<file path="src/rtl/mips_pkg.sv">
// Shared MIPS pipeline definitions: control-bit indices, EX field offsets,
// control-group structs and the hard-wired zero register number.
package mips_pkg;

    localparam int unsigned WB_W  = 2;
    localparam int unsigned MEM_W = 3;

    // WB group bit indices: {reg_write, mem_to_reg}
    localparam int unsigned WB_REGWR = 1;
    localparam int unsigned WB_M2R   = 0;

    // MEM group bit indices: {branch, mem_read, mem_write}
    localparam int unsigned MEM_BR = 2;
    localparam int unsigned MEM_RD = 1;
    localparam int unsigned MEM_WR = 0;

    // EX group layout: {reg_dst, alu_op[ALUOP_W-1:0], alu_src}; reg_dst sits at ALUOP_W+1
    localparam int unsigned EX_ALUSRC    = 0;
    localparam int unsigned EX_ALUOP_LSB = 1;

    // $zero is never a real hazard source
    localparam int unsigned REG_ZERO = 0;

    typedef struct packed {
        logic reg_write;
        logic mem_to_reg;
    } wb_ctrl_t;

    typedef struct packed {
        logic branch;
        logic mem_read;
        logic mem_write;
    } mem_ctrl_t;

endpackage

</file>
<file path="src/rtl/id_ex_hazard_unit.sv">
// Load-use hazard detector (purely combinational).
// Ports:
//   i_ex_valid, i_ex_mem_rd, i_ex_dest : load instruction currently in EX
//   i_id_valid, i_id_uses_rt, i_id_rs, i_id_rt : consumer instruction in ID
//   i_flush    : a flushed ID instruction never raises a hazard
//   o_load_use_c : hold PC and IF/ID, insert a bubble into EX
module id_ex_hazard_unit
    import mips_pkg::*;
#(
    parameter int unsigned REG_AW = 5
) (
    input  logic              i_ex_valid,
    input  logic              i_ex_mem_rd,
    input  logic [REG_AW-1:0] i_ex_dest,
    input  logic              i_id_valid,
    input  logic              i_id_uses_rt,
    input  logic [REG_AW-1:0] i_id_rs,
    input  logic [REG_AW-1:0] i_id_rt,
    input  logic              i_flush,
    output logic              o_load_use_c
);

    logic w_dest_nz;
    logic w_rs_hit;
    logic w_rt_hit;

    assign w_dest_nz = (i_ex_dest != REG_AW'(REG_ZERO));
    assign w_rs_hit  = (i_ex_dest == i_id_rs);
    assign w_rt_hit  = i_id_uses_rt & (i_ex_dest == i_id_rt);

    assign o_load_use_c = i_ex_valid & i_ex_mem_rd & w_dest_nz & i_id_valid & ~i_flush &
                          (w_rs_hit | w_rt_hit);

endmodule

</file>
<file path="src/rtl/id_ex_pipe_reg.sv">
// ID->EX pipeline register with valid bit, downstream stall, flush and
// built-in load-use bubble insertion.
// Optional feature: define ID_EX_PERF_EN for saturating bubble/stall counters.
// Ports:
//   clock, reset_n          : clock, async active-low reset
//   stall, flush            : hold all state / turn next EX content into a bubble
//   id_*                    : decoded instruction, control groups and operands
//   ex_*                    : registered EX-stage copy; control zero in a bubble
//   ex_dest                 : combinational write-back register select
//   load_use_stall          : combinational, hold PC and IF/ID this cycle
//   perf_bubbles/perf_stalls: event counters (zero when feature disabled)
module id_ex_pipe_reg
    import mips_pkg::*;
#(
    parameter int unsigned DATA_W  = 32,
    parameter int unsigned REG_AW  = 5,
    parameter int unsigned ALUOP_W = 2,
    parameter int unsigned CNT_W   = 16
) (
    input  logic               clock,
    input  logic               reset_n,
    input  logic               stall,
    input  logic               flush,
    input  logic               id_valid,
    input  logic               id_uses_rt,
    input  logic [1:0]         id_wb,
    input  logic [2:0]         id_mem,
    input  logic [ALUOP_W+1:0] id_ex,
    input  logic [DATA_W-1:0]  id_pc,
    input  logic [DATA_W-1:0]  id_rs_data,
    input  logic [DATA_W-1:0]  id_rt_data,
    input  logic [DATA_W-1:0]  id_imm,
    input  logic [REG_AW-1:0]  id_rs,
    input  logic [REG_AW-1:0]  id_rt,
    input  logic [REG_AW-1:0]  id_rd,
    output logic               ex_valid,
    output logic [1:0]         ex_wb,
    output logic [2:0]         ex_mem,
    output logic               ex_alu_src,
    output logic               ex_reg_dst,
    output logic [ALUOP_W-1:0] ex_alu_op,
    output logic [DATA_W-1:0]  ex_pc,
    output logic [DATA_W-1:0]  ex_rs_data,
    output logic [DATA_W-1:0]  ex_rt_data,
    output logic [DATA_W-1:0]  ex_imm,
    output logic [REG_AW-1:0]  ex_rs,
    output logic [REG_AW-1:0]  ex_rt,
    output logic [REG_AW-1:0]  ex_rd,
    output logic [REG_AW-1:0]  ex_dest,
    output logic               load_use_stall,
    output logic [CNT_W-1:0]   perf_bubbles,
    output logic [CNT_W-1:0]   perf_stalls
);

    localparam int unsigned EX_W      = ALUOP_W + 2;
    localparam int unsigned EX_REGDST = ALUOP_W + 1;

    logic              r_valid;
    wb_ctrl_t          r_wb;
    mem_ctrl_t         r_mem;
    logic [EX_W-1:0]   r_ex;
    logic [DATA_W-1:0] r_pc;
    logic [DATA_W-1:0] r_rs_data;
    logic [DATA_W-1:0] r_rt_data;
    logic [DATA_W-1:0] r_imm;
    logic [REG_AW-1:0] r_rs;
    logic [REG_AW-1:0] r_rt;
    logic [REG_AW-1:0] r_rd;

    logic              w_load_use;
    logic              w_hold;
    logic              w_bubble;
    logic [REG_AW-1:0] w_dest;

    assign w_dest = r_ex[EX_REGDST] ? r_rd : r_rt;

    id_ex_hazard_unit #(.REG_AW(REG_AW)) u_hazard (
        .i_ex_valid   (r_valid),
        .i_ex_mem_rd  (r_mem.mem_read),
        .i_ex_dest    (w_dest),
        .i_id_valid   (id_valid),
        .i_id_uses_rt (id_uses_rt),
        .i_id_rs      (id_rs),
        .i_id_rt      (id_rt),
        .i_flush      (flush),
        .o_load_use_c (w_load_use)
    );

    // Flush outranks stall; stall outranks the load-use bubble.
    assign w_hold   = ~flush & stall;
    assign w_bubble = flush | (~stall & w_load_use);

    // Data/address fields always follow ID when not held; only control is squashed.
    always_ff @(posedge clock or negedge reset_n) begin
        if (!reset_n) begin
            r_valid   <= 1'b0;
            r_wb      <= '0;
            r_mem     <= '0;
            r_ex      <= '0;
            r_pc      <= '0;
            r_rs_data <= '0;
            r_rt_data <= '0;
            r_imm     <= '0;
            r_rs      <= '0;
            r_rt      <= '0;
            r_rd      <= '0;
        end else if (!w_hold) begin
            r_pc      <= id_pc;
            r_rs_data <= id_rs_data;
            r_rt_data <= id_rt_data;
            r_imm     <= id_imm;
            r_rs      <= id_rs;
            r_rt      <= id_rt;
            r_rd      <= id_rd;
            if (w_bubble || !id_valid) begin
                r_valid <= 1'b0;
                r_wb    <= '0;
                r_mem   <= '0;
                r_ex    <= '0;
            end else begin
                r_valid <= 1'b1;
                r_wb    <= wb_ctrl_t'(id_wb);
                r_mem   <= mem_ctrl_t'(id_mem);
                r_ex    <= id_ex;
            end
        end
    end

    assign ex_valid       = r_valid;
    assign ex_wb          = r_wb;
    assign ex_mem         = r_mem;
    assign ex_alu_src     = r_ex[EX_ALUSRC];
    assign ex_reg_dst     = r_ex[EX_REGDST];
    assign ex_alu_op      = r_ex[EX_ALUOP_LSB +: ALUOP_W];
    assign ex_pc          = r_pc;
    assign ex_rs_data     = r_rs_data;
    assign ex_rt_data     = r_rt_data;
    assign ex_imm         = r_imm;
    assign ex_rs          = r_rs;
    assign ex_rt          = r_rt;
    assign ex_rd          = r_rd;
    assign ex_dest        = w_dest;
    assign load_use_stall = w_load_use;

`ifdef ID_EX_PERF_EN
    logic [CNT_W-1:0] r_perf_bubbles;
    logic [CNT_W-1:0] r_perf_stalls;

    // Saturating event counters, cleared only by reset.
    always_ff @(posedge clock or negedge reset_n) begin
        if (!reset_n) begin
            r_perf_bubbles <= '0;
            r_perf_stalls  <= '0;
        end else begin
            if (!w_hold && w_bubble && (r_perf_bubbles != '1))
                r_perf_bubbles <= r_perf_bubbles + CNT_W'(1);
            if (w_hold && (r_perf_stalls != '1))
                r_perf_stalls <= r_perf_stalls + CNT_W'(1);
        end
    end

    assign perf_bubbles = r_perf_bubbles;
    assign perf_stalls  = r_perf_stalls;
`else
    assign perf_bubbles = '0;
    assign perf_stalls  = '0;
`endif

endmodule
</file>
<file path="config.mk">
export PLATFORM = sky130hd
export DESIGN_NAME = id_ex_pipe_reg
export DESIGN_NICKNAME = d
export VERILOG_FILES = /design/src/rtl/mips_pkg.sv /design/src/rtl/id_ex_hazard_unit.sv /design/src/rtl/id_ex_pipe_reg.sv
export SDC_FILE = /design/constraint.sdc
export NUM_CORES = 1
export LEC_CHECK = 0
export CAP_MARGIN = 40
export CELL_PAD_IN_SITES_DETAIL_PLACEMENT = 1
export CELL_PAD_IN_SITES_GLOBAL_PLACEMENT = 2
export CORE_ASPECT_RATIO = 1.2
export CORE_MARGIN = 4
export CORE_UTILIZATION = 26
export DETAILED_ROUTE_END_ITERATION = 6
export GPL_TIMING_DRIVEN = 0
export PLACE_DENSITY_LB_ADDON = 0.1
export SYNTH_ARGS = -nofsm -noshare
export SYNTH_HDL_FRONTEND = slang
export SYNTH_SLANG_ARGS = --single-unit
</file>
<file path="constraint.sdc">
create_clock -name clock -period 4.98 [get_ports clock]
set_clock_uncertainty 0.05 [all_clocks]
set_input_delay 0.996 -clock clock [delete_from_list [all_inputs] [get_ports clock]]
set_output_delay 0.996 -clock clock [all_outputs]
set_load 0.01 [all_outputs]
</file>
Word-level counts from Yosys, hierarchy flattened
Index checks and enable logic that the tools add are counted.

Input port bits: 158. Word-level logic and storage cells: 36. Flip-flop bits (word level): 153. Output and inout port bits: 191.

Muxes and demuxes: 5. Eq/ne operators: 2. Reduce and logical (&&, ||, !) cells: 3. Bitwise operators: 12.

Operators by type and width (count): $eq 5x5->1 (2); $and 1x1->1 (8); $mux 5 (1); $reduce_bool 5->1 (1); $mux 4 (1); $mux 3 (1); $mux 2 (1); $not 1->1 (2); $or 1x1->1 (2); $logic_not 1->1 (1); $logic_or 1x1->1 (1); $mux 1 (1).

Logic depth before layout (Yosys ltp)
Word-level depth: 10. Gate-level depth with buffers: 8. Depth with buffers taken out: 6.

Modules after synthesis
Synthesis repeated with hierarchy kept, for this count alone.

Cells, all modules: 403. Area total of the unflattened synthesis: 6533.8 um2.

Modules (own cells, without submodules): id_ex_pipe_reg (cells each 385, seq. area each 3828.7 um2, area each 6392.4 um2, instances 1); id_ex_hazard_unit (cells each 18, seq. area each 0.0 um2, area each 141.4 um2, instances 1).

Least setup slack after synthesis
OpenSTA, ideal clock, no wires.

Path type: input port to output port. Start: input id_rt[3]. End: output load_use_stall. Data required time: 3934 ps. Data arrival time: 1814 ps. Path buffers: 1. Cell stages on the path: 5. Path slack: 2120 ps. Cells stage by stage: xnor2_1 -> nor4_2 -> nand3_1 -> a21oi_2 -> buf_6.

Word-level cells in the longest chain between the ends: 4.

Ends and longest elaborated chain: start: declaration (RTL line id_ex_pipe_reg.sv:34) `input logic [REG_AW-1:0] id_rt,`; $eq 5x5->1 (RTL line id_ex_hazard_unit.sv:29) `assign w_rt_hit = i_id_uses_rt & (i_ex_dest == i_id_rt);`; $and 1x1->1 (RTL line id_ex_hazard_unit.sv:29); $or 1x1->1 (RTL line id_ex_hazard_unit.sv:32) `(w_rs_hit | w_rt_hit);`; $and 1x1->1 (RTL line id_ex_hazard_unit.sv:31) `assign o_load_use_c = i_ex_valid & i_ex_mem_rd & w_dest_nz & i_id_valid & ~i_flush &`; end: declaration (RTL line id_ex_pipe_reg.sv:50) `output logic load_use_stall,`.

No other way between the ends.

Worst setup path in the final report
Start: input id_rs[2]. End: output load_use_stall.

Word-level cells in the longest chain between the ends: 3.

Ends and longest elaborated chain: start: declaration (RTL line id_ex_pipe_reg.sv:33) `input logic [REG_AW-1:0] id_rs,`; $eq 5x5->1 (RTL line id_ex_hazard_unit.sv:28) `assign w_rs_hit = (i_ex_dest == i_id_rs);`; $or 1x1->1 (RTL line id_ex_hazard_unit.sv:32); $and 1x1->1 (RTL line id_ex_hazard_unit.sv:31).

No other way between the ends.

==> impl_results.md <==
* Postcts setup bufs at 0
* GRT overflow at 0
* Initial Util at 26.6%
* CTS buffer count at 17
* Max Fclk at 246 MHz
* Worst path slowest cell: clkdlybuf4s50_1
* Vias/cell at 4.14
* Final RePlAce weighted congestion at 0.724
* Startpoint class of the critical path: input pin
* Tightest Pin Transition at 0.683 ns
* Full die area at 26400 µm²
* Via count at 4585
* Post-synth ARST share at 100%
* Dominant synthesized flop cell: dfrtp_1
* Status: finished, final reports clean
* Mapped Cells at 410
* DP Wirelength at 16.1 mm
* Yosys top cell area share at 61.7%
* Mapped cell area at 6210 µm²
* Top post-synthesis cells by area: dfrtp_1 62%, mux2_2 26%, buf_4 4.0%, o21ai_2 1.3%, nand2_1 1.1%
* Synthesized area per cell at 15.1 µm²
* Total core area at 23400 µm²
* Setup TNS at 0 ns
* ANT nets after route at 0
* Clk_lat worst skew at 0.42 ns
* H-Tree Depth at 4
* Final WL at 20.3 mm
* P_leak at 4.32 nW
* I/O pin count at 349
* Residual DRC at 0
* WL/cell at 18.4 µm
* Post-CTS Resized at 0
* Nets@finish at 935
* Hold Fails Final Rpt at 0
* Max-cap viol count at 0
* Post-synth top area cell: dfrtp_1
* CP Class: input pin to output port
* DR iter-0 viols at 90
* Commonest non-fill, non-tap cell in the layout: clkdlybuf4s50_1
* Drt first pass iters at 4
* Port bufs at 316
* Clock Path Buffers at 2
* Clk root buf: clkbuf_16
* Total power at 0.00327 W
* Synth Register Bits at 153
* Pwr/cell area at 312 nW/µm²
* Die width at 149 µm
* Sequential element share of the synthesized area at 61.7%
* Final core utilization at 44.8%
* Gr usage total at 15.2%
* Critical path required time at 3.93 ns
* Slowest stage delay, CP at 0.59 ns
* Layout area overhead at 68.7%
* Yosys warns at 0
* Largest net degree at the start of global routing at 84
* Unique cell type count in the Yosys netlist at 24
* Worst ir drop on vdd at 0.216 mV
* Initial antenna violation count at 2
* First-pass GRT wire length at 30.5 mm
* Worst min path class: flop to flop
* Most used cell, CP: clkdlybuf4s50_1
* Die height at 177 µm
* Share of cells above drive strength 1 at 29.4%
* Most frequent cells in the layout: 315 x clkdlybuf4s50_1, 153 x dfrtp_1, 143 x mux2_2
* Crit-path leading delay family: buffers and inverters
* Slew headroom at 54.5%
* Hold_buf cts at 0
* Max FO, Critical Path at 10
* Clock sinks at 153
* TritonCTS clock tree: built
* Worst setup EP type: output port
* Critical path arrival at 3.02 ns
* EDFF count, synth at 0
* Final Max Tran Viols at 0
* Cell Rows at 61
* Final setup fails at 0
* Reg clk slew, reported paths at 0.06 ns
* Worst Path Buf+Inv at 3
* Minimum clock period at 4.06 ns
* Period utilization at 81.5%
* Unrepaired setup endpoints after global routing: no
* Fillers at 2496
* Crit path cell chain: clkdlybuf4s50_1 > xnor2_1 > nor3_1 > nand3_1 > a21oi_2 > buf_6 > clkdlybuf4s50_1
* Number of global-route vias before repair at 5248
==> final timing paths <==
kind / startpoint / endpoint / slack (ns) / depth (start not counted)
setup reg to reg: r_ex[3] / r_ex[0] / 2.88 / 8
max in group asynchronous: reset_n / ex_rs_data[3] / 3.58 / 2
hold / removal: ex_wb[0] / ex_wb[0] / 0.43 / 2
min in group asynchronous: reset_n / ex_rs[1] / 0.48 / 1
setup / recovery: id_rs[2] / load_use_stall / 0.92 / 7
hold reg to reg: ex_wb[0] / ex_wb[0] / 0.43 / 2
==> stage by stage <==
stage / area (µm²) / cells / hold slack (ns) / setup WS, ns
after floorplan: 6320 / 441 / 0.426 / 2.12
after global placement: 9880 / 1072 / 0.414 / -3.61
after detailed placement: 9910 / 1073 / 0.422 / 0.934
after CTS: 10500 / 1105 / 0.436 / 0.930
after global routing: 10500 / 1107 / 0.464 / 0.797
final: 10500 / 1107 / 0.428 / 0.919
==> synthesized netlist by cell type (3+ instances only) <==
cell,number
buf_2,6
buf_4,33
clkbuf_1,11
dfrtp_1,153
inv_1,6
mux2_2,143
nand2_1,19
nor2b_1,3
o21ai_2,9
xnor2_1,8
==> worst min-delay path: stages (launching register included) <==
cell and delay [ns]:
dfrtp_1 0.34, nand2_1 0.06, o21ai_2 0.05
==> flip-flops by register name (all words and copies together), names as in the netlist <==
register,flops
ex_imm,32
ex_mem,3
ex_pc,32
ex_rd,5
ex_rs,5
ex_rs_data,32
ex_rt,5
ex_rt_data,32
ex_valid,1
ex_wb,2
r_ex,4
==> metal layers <==
layer  part of all wire, %  vias up  global-route usage (%)  routed length, µm
met4                   2.2        0                    5.27                446
met5                     0        -                       0                  0
met1                    35     2286                    15.6               7060
met3                   9.4       23                    6.76               1920
met2                    54      200                    27.3              10900
li1                      -     2076                       -                  -
==> logic make-up after synthesis <==
family,count (synthesis),synth area share [%]
simple gates,27,2.00
compound gates,12,1.63
xor+xnor,10,1.41
buf+inv,59,5.93
flops,153,61.7
mux,148,27.3
other cells,1,0.0604
==> area by class of cell <==
| type | instances | area (µm²) | share of cell area (%) |
|---|---|---|---|
| flip-flops and latches | 153 | 3830 | 36.6 |
| repair buffers | 317 | 3200 | 30.5 |
| multi-input cells | 229 | 2130 | 20.3 |
| clock buffers | 19 | 443 | 4.23 |
| well taps | 315 | 394 | 3.76 |
| plain buffers | 53 | 345 | 3.30 |
| clock inverters | 13 | 110 | 1.05 |
| inverters | 6 | 22.5 | 0.215 |
| diodes | 2 | 5.00 | 0.0478 |
==> report_power, final <==
part | internal [W] | switching [W] | total [W]
logic | 0.000409 | 0.000241 | 0.000650
clock network | 0.000664 | 0.000553 | 0.00122
registers | 0.00134 | 0.0000560 | 0.00140
total | 0.00242 | 0.000850 | 0.00327
Power figures use the tool's default switching activity.
